<file path="src/rtl/cache_line_refill_if.sv">
// Miss-side and bridge read-port signals of the cache line refill engine.
// The crit_valid/crit_data pair exists only when CRITICAL_WORD_FWD_EN is defined.
interface cache_line_refill_if;
    logic         miss_req;
    logic [31:0]  miss_addr;
    logic         miss_uncached;
    logic         miss_rdy;
    logic         cancel;
    logic         rd_req;
    logic [2:0]   rd_type;
    logic [31:0]  rd_addr;
    logic         rd_rdy;
    logic         ret_valid;
    logic         ret_last;
    logic [31:0]  ret_data;
    logic         line_valid;
    logic [31:0]  line_addr;
    logic [127:0] line_data;
    logic         proto_err;
`ifdef CRITICAL_WORD_FWD_EN
    logic         crit_valid;
    logic [31:0]  crit_data;
`endif

    // slave: the refill engine itself
    modport slave (
        input  miss_req, miss_addr, miss_uncached, cancel, rd_rdy, ret_valid, ret_last, ret_data,
        output miss_rdy, rd_req, rd_type, rd_addr, line_valid, line_addr, line_data, proto_err
`ifdef CRITICAL_WORD_FWD_EN
        , output crit_valid, crit_data
`endif
    );

    modport master (
        output miss_req, miss_addr, miss_uncached, cancel, rd_rdy, ret_valid, ret_last, ret_data,
        input  miss_rdy, rd_req, rd_type, rd_addr, line_valid, line_addr, line_data, proto_err
`ifdef CRITICAL_WORD_FWD_EN
        , input crit_valid, crit_data
`endif
    );
endinterface

</file>
<file path="src/rtl/cache_line_refill.sv">
// Refill engine: takes one cache miss, issues a burst or single-word bridge read, assembles the line.
// Optional macro CRITICAL_WORD_FWD_EN adds early forwarding of the missed word on crit_valid/crit_data.
//
//  state | meaning
//  IDLE  | ready for a miss (miss_rdy=1)
//  REQ   | rd_req raised, waiting for rd_rdy
//  RECV  | collecting return beats into the line buffer
//  DONE  | line_valid pulse, line held stable
//  DRAIN | cancelled after acceptance, swallowing beats up to ret_last
module cache_line_refill #(
    parameter int       LINE_WORDS    = 4,
    parameter logic [2:0] CACHED_TYPE   = 3'b100,
    parameter logic [2:0] UNCACHED_TYPE = 3'b010
) (
    input  logic                i_aclk,
    input  logic                i_areset,
    cache_line_refill_if.slave  io_refill
);
    localparam int                BEAT_W    = $clog2(LINE_WORDS);
    localparam logic [BEAT_W-1:0] LAST_BEAT = BEAT_W'(LINE_WORDS - 1);

    typedef enum logic [4:0] {
        S_IDLE  = 5'b00001,
        S_REQ   = 5'b00010,
        S_RECV  = 5'b00100,
        S_DONE  = 5'b01000,
        S_DRAIN = 5'b10000
    } state_t;

    state_t                      r_state;
    state_t                      w_next;
    logic [BEAT_W-1:0]           r_beat_cnt;
    logic [BEAT_W-1:0]           r_slot;
    logic                        r_uncached;
    logic [31:0]                 r_addr;
    logic [2:0]                  r_rd_type;
    logic [LINE_WORDS-1:0][31:0] r_words;
    logic                        r_proto_err;

    logic                        w_accept;
    logic                        w_beat;
    logic                        w_beat_err;
    logic [BEAT_W-1:0]           w_wr_idx;
    logic                        w_unused_addr;

    assign w_accept = (r_state == S_IDLE) & io_refill.miss_req;
    assign w_beat   = (r_state == S_RECV) & io_refill.ret_valid;
    assign w_wr_idx = r_uncached ? r_slot : r_beat_cnt;
    // A cached burst must end exactly on the final word; an uncached read is a single last beat.
    assign w_beat_err = r_uncached ? ((r_beat_cnt == '0) & ~io_refill.ret_last)
                                   : (io_refill.ret_last ^ (r_beat_cnt == LAST_BEAT));
    assign w_unused_addr = ^io_refill.miss_addr[1:0];

    always_comb begin
        w_next = r_state;
        unique case (r_state)
            S_IDLE: begin
                if (io_refill.miss_req) w_next = S_REQ;
            end
            S_REQ: begin
                if (io_refill.cancel)      w_next = io_refill.rd_rdy ? S_DRAIN : S_IDLE;
                else if (io_refill.rd_rdy) w_next = S_RECV;
            end
            S_RECV: begin
                // A last beat coinciding with cancel already closes the burst: nothing left to drain.
                if (io_refill.cancel)
                    w_next = (io_refill.ret_valid & io_refill.ret_last) ? S_IDLE : S_DRAIN;
                else if (io_refill.ret_valid & io_refill.ret_last)
                    w_next = S_DONE;
            end
            S_DONE: begin
                w_next = S_IDLE;
            end
            S_DRAIN: begin
                if (io_refill.ret_valid & io_refill.ret_last) w_next = S_IDLE;
            end
            default: begin
                w_next = S_IDLE;
            end
        endcase
    end

`ifdef CRITICAL_WORD_FWD_EN
    logic        r_crit_valid;
    logic [31:0] r_crit_data;
    assign io_refill.crit_valid = r_crit_valid;
    assign io_refill.crit_data  = r_crit_data;
`endif

    always_ff @(posedge i_aclk) begin
        if (i_areset) begin
            r_state     <= S_IDLE;
            r_beat_cnt  <= '0;
            r_slot      <= '0;
            r_uncached  <= 1'b0;
            r_addr      <= '0;
            r_rd_type   <= '0;
            r_words     <= '0;
            r_proto_err <= 1'b0;
`ifdef CRITICAL_WORD_FWD_EN
            r_crit_valid <= 1'b0;
            r_crit_data  <= '0;
`endif
        end else begin
            r_state <= w_next;
            if (w_accept) begin
                r_addr     <= io_refill.miss_uncached ? {io_refill.miss_addr[31:2], 2'b00}
                                                      : {io_refill.miss_addr[31:4], 4'b0000};
                r_rd_type  <= io_refill.miss_uncached ? UNCACHED_TYPE : CACHED_TYPE;
                r_uncached <= io_refill.miss_uncached;
                r_slot     <= io_refill.miss_addr[2 +: BEAT_W];
                r_beat_cnt <= '0;
            end
            if (w_beat) begin
                r_words[w_wr_idx] <= io_refill.ret_data;
                r_beat_cnt        <= r_beat_cnt + 1'b1;
                if (w_beat_err) r_proto_err <= 1'b1;
            end
`ifdef CRITICAL_WORD_FWD_EN
            r_crit_valid <= w_beat & ~r_uncached & ~io_refill.cancel & (r_beat_cnt == r_slot);
            if (w_beat & (r_beat_cnt == r_slot)) r_crit_data <= io_refill.ret_data;
`endif
        end
    end

    assign io_refill.miss_rdy   = (r_state == S_IDLE);
    assign io_refill.rd_req     = (r_state == S_REQ);
    assign io_refill.rd_type    = r_rd_type;
    assign io_refill.rd_addr    = r_addr;
    assign io_refill.line_valid = (r_state == S_DONE);
    assign io_refill.line_addr  = r_addr;
    assign io_refill.line_data  = r_words;
    assign io_refill.proto_err  = r_proto_err;
endmodule

</file>
<file path="src/flat_wrapper.sv">
// flat-port wrapper written by rule: the top's interface ports become plain ports
module cache_line_refill_flat 
#(
    parameter int       LINE_WORDS    = 4,
    parameter logic [2:0] CACHED_TYPE   = 3'b100,
    parameter logic [2:0] UNCACHED_TYPE = 3'b010
)
  (i_aclk, i_areset, io_refill_miss_req, io_refill_miss_addr, io_refill_miss_uncached, io_refill_cancel, io_refill_rd_rdy, io_refill_ret_valid, io_refill_ret_last, io_refill_ret_data, io_refill_miss_rdy, io_refill_rd_req, io_refill_rd_type, io_refill_rd_addr, io_refill_line_valid, io_refill_line_addr, io_refill_line_data, io_refill_proto_err);
  cache_line_refill_if io_refill_i ();
  input  logic i_aclk;
  input  logic i_areset;
  input wire logic [$bits(io_refill_i.miss_req)-1:0] io_refill_miss_req;
  input wire logic [$bits(io_refill_i.miss_addr)-1:0] io_refill_miss_addr;
  input wire logic [$bits(io_refill_i.miss_uncached)-1:0] io_refill_miss_uncached;
  input wire logic [$bits(io_refill_i.cancel)-1:0] io_refill_cancel;
  input wire logic [$bits(io_refill_i.rd_rdy)-1:0] io_refill_rd_rdy;
  input wire logic [$bits(io_refill_i.ret_valid)-1:0] io_refill_ret_valid;
  input wire logic [$bits(io_refill_i.ret_last)-1:0] io_refill_ret_last;
  input wire logic [$bits(io_refill_i.ret_data)-1:0] io_refill_ret_data;
  output wire logic [$bits(io_refill_i.miss_rdy)-1:0] io_refill_miss_rdy;
  output wire logic [$bits(io_refill_i.rd_req)-1:0] io_refill_rd_req;
  output wire logic [$bits(io_refill_i.rd_type)-1:0] io_refill_rd_type;
  output wire logic [$bits(io_refill_i.rd_addr)-1:0] io_refill_rd_addr;
  output wire logic [$bits(io_refill_i.line_valid)-1:0] io_refill_line_valid;
  output wire logic [$bits(io_refill_i.line_addr)-1:0] io_refill_line_addr;
  output wire logic [$bits(io_refill_i.line_data)-1:0] io_refill_line_data;
  output wire logic [$bits(io_refill_i.proto_err)-1:0] io_refill_proto_err;
  assign io_refill_i.miss_req = io_refill_miss_req;
  assign io_refill_i.miss_addr = io_refill_miss_addr;
  assign io_refill_i.miss_uncached = io_refill_miss_uncached;
  assign io_refill_i.cancel = io_refill_cancel;
  assign io_refill_i.rd_rdy = io_refill_rd_rdy;
  assign io_refill_i.ret_valid = io_refill_ret_valid;
  assign io_refill_i.ret_last = io_refill_ret_last;
  assign io_refill_i.ret_data = io_refill_ret_data;
  assign io_refill_miss_rdy = io_refill_i.miss_rdy;
  assign io_refill_rd_req = io_refill_i.rd_req;
  assign io_refill_rd_type = io_refill_i.rd_type;
  assign io_refill_rd_addr = io_refill_i.rd_addr;
  assign io_refill_line_valid = io_refill_i.line_valid;
  assign io_refill_line_addr = io_refill_i.line_addr;
  assign io_refill_line_data = io_refill_i.line_data;
  assign io_refill_proto_err = io_refill_i.proto_err;
  cache_line_refill #(.LINE_WORDS(LINE_WORDS), .CACHED_TYPE(CACHED_TYPE), .UNCACHED_TYPE(UNCACHED_TYPE)) u_core (.i_aclk(i_aclk), .i_areset(i_areset), .io_refill(io_refill_i));
endmodule
</file>
<file path="config.mk">
export PLATFORM = sky130hd
export DESIGN_NAME = cache_line_refill_flat
export DESIGN_NICKNAME = d
export VERILOG_FILES = /design/src/rtl/cache_line_refill_if.sv /design/src/rtl/cache_line_refill.sv /design/src/flat_wrapper.sv
export SDC_FILE = /design/constraint.sdc
export NUM_CORES = 1
export LEC_CHECK = 0
export BUFFER_PORTS_ARGS = -buffer_cell sky130_fd_sc_hd__buf_2
export CAP_MARGIN = 20
export CORE_MARGIN = 2
export CORE_UTILIZATION = 40
export CTS_CLUSTER_SIZE = 30
export DETAILED_ROUTE_END_ITERATION = 8
export HOLD_SLACK_MARGIN = 0.06
export PLACE_DENSITY = 0.73
export SYNTH_ARGS = -nofsm -noshare
export SYNTH_HDL_FRONTEND = slang
export SYNTH_SLANG_ARGS = --single-unit
</file>
<file path="constraint.sdc">
create_clock -name i_aclk -period 2.3 [get_ports i_aclk]
set_input_delay 0.345 -clock i_aclk [delete_from_list [all_inputs] [get_ports i_aclk]]
set_output_delay 0.345 -clock i_aclk [all_outputs]
set_load 0.02 [all_outputs]
</file>
==> metrics.txt <==
most frequent cell after synthesis nand2_1; Total GRT Usage 21.6%; total power per unit cell area 783 mW/mm^2; CTS max path bufs 2; startpoint types flop; Hold Fails Final Rpt 0; Most used DFF post-synth dfxtp_1; max incr delay on CP 420 ps; critical path launch point u_core.r_state[2]; fmax 472 MHz; Slew Limit Fails 0; DP Worst Slack 468 ps; CP max FO 14; unrepaired setup endpoints after global routing no; die area between 0.015 and 0.02 mm^2; Post-CTS Setup Inserts 0; Cell Area, Placed 0.00763 mm^2; post_cts resized 0; post-placement cell count 1211; worst IR drop on VDD 0.000461 V; TritonCTS clock tree built; final setup fails 0; Avg Inst Size Synth 8.01 um^2; synth unique cells 35; Non-Filler Instances 1243; Detail Placement HPWL 12700 um; Port Buf Inserts 263; layout cells sized above 1 30.7%; crit path DAT 1770 ps; # rows 46; via density per instance 4.85; Wirelength per Cell 15.2 um; Post-CTS Hold Buffers 0; initial antenna violation count 0; starting density of the core 40.8%; DRC 0; Reg2Reg Depth 5; first-pass GRT wire length ~29000 um; final worst slack 181 ps; Lkg Pwr approximately 0.0036 uW; routed via count approximately 6000; CTS Root Cell clkbuf_16; Fill cells 1523; design area 0.00825 mm^2; crit path kind flop to primary output; synth warn 0; Final Cycle Share 92.1%; Area growth syn-to-layout 27.7%; Period minus WS final 2120 ps; r2r startpoint u_core.io_refill.rd_type[1]; Yosys top cell area share 52.7%; Hold Path Class input pin to flop; Seq cells post-synth 170; clk_skew between 7 and 8 ps; Routed WL 18900 um; clock tree sinks 170; Placeable Area 0.0158 mm^2; drt pass-1 iters 4; Post-Syn Instances 806; # nets final 1088; htree depth 4; critical path's slowest cell dfxtp_2; Placer Congestion 0.823; Synth area leaders dfxtp_1 (53%), nand2_1 (19%), a21oi_1 (13%), buf_4 (4.2%), buf_2 (1.7%); clk slew on worst S/H paths ~60 ps; DR iter-0 viols ~300; Slew HR 65.2%; clock latency at the later pin of the worst-skew pair around 420 ps; Post-Synthesis Cell Area approximately 0.0065 mm^2; DRT antenna net count 0; Diodes inserted 0; Die Height 131 um; Post-synth EDFFs 0; cell taking the most area after synthesis dfxtp_1; gr ovfl total 0; Tot Pwr 6460 uW; I/O pin cnt 271; Cell Chain, Critical Path or3_1 -> nor3b_2 -> buf_2; r2r setup slk 530 ps; largest net degree at the start of global routing 61; Crit. End Element primary output; status finished, final reports clean; Fin Setup TNS 0 ps; overall die width ~130 um; Async SR Flop Fraction 0%; max_cap viols 0; FF-to-FF End u_core.io_refill.line_data[14]; top cells by count, synth nand2_1 (325), dfxtp_1 (170), a21oi_1 (166); slew of the pin with the lowest slew margin 523 ps; critical path endpoint io_refill_rd_req; sequential fraction of the synthesis area 52.7%; CTS buffer count 17; Worst Path Required 1960 ps; vias in the first global route 5399
critical path, delay by kind of cell (launching register included):
family	cells	cell delay (ps)
DFF	1	420
and+or+nand+nor	2	700
buffers and inverters	1	240
report_power, final:
part | total, uW | switching, uW | internal, uW | leakage (uW)
logic | 513 | 348 | 166 | 0.00198
registers | 3030 | 40.6 | 2990 | 0.00137
clock network | 2910 | 1160 | 1750 | 0.000289
per-layer routing:
layer,GRT usage (%),vias up,part of all wire [%]
met5,0,-,0
met4,7.51,0,1.9
met3,6.80,24,7.9
met2,34.5,202,48
met1,27.8,2801,42
li1,-,2999,-
state kept, by name (all words and copies together) (netlist names):
register / count
u_core.io_refill.line_data: 128
u_core.io_refill.line_addr: 30
u_core.r_state: 5
u_core.io_refill.rd_type: 2
u_core.r_beat_cnt: 2
u_core.r_slot: 2
u_core.io_refill.proto_err: 1
cells by family after synthesis:
kind of cell    after synthesis  synth area share (%)
simple gates                359                  22.5
compound gates              180                  15.5
flops                       170                  52.7
buf+inv                      93                  8.74
fa+ha+maj                     2                 0.388
xor+xnor                      1                 0.136
other cells                   1                0.0581
worst min-delay path by stage:
stage                                         from                             end  slack (ps)  cells after the start
floorplan                         io_refill_cancel               u_core.r_state[3]         420                      1
global placement    u_core.io_refill.line_data[20]  u_core.io_refill.line_data[20]         440                      2
detailed placement  u_core.io_refill.line_data[35]  u_core.io_refill.line_data[35]         440                      2
CTS                        io_refill_miss_uncached     u_core.io_refill.rd_type[2]         130                      2
global route               io_refill_miss_uncached     u_core.io_refill.rd_type[2]         140                      2
finish                     io_refill_miss_uncached     u_core.io_refill.rd_type[2]         150                      2
placed cells by master, fill, tap and decap left out, types with 4 or more instances in the layout:
master	count
nand3_1	7
buf_2	262
dfxtp_1	169
nand2_1	325
clkbuf_16	17
a21oi_1	166
clkbuf_8	5
nor2_1	4
conb_1	5
buf_4	11
stage by stage:
step                hold slack, ps  utilization [%]
floorplan                      424                -
detailed placement             443             48.2
global route                   142             52.1
CTS                            132             52.1
global placement               438             48.2
finish                         153             52.1
layout make-up:
class,instances,area [um^2],area share (%)
repair buffers,275,1430,17.4
multi-input cells,547,2510,30.5
clock inverters,8,109,1.32
well taps,216,270,3.28
inverters,3,11.3,0.137
flip-flops and latches,170,3400,41.3
clock buffers,24,502,6.08
Power figures use the tool's default switching activity.
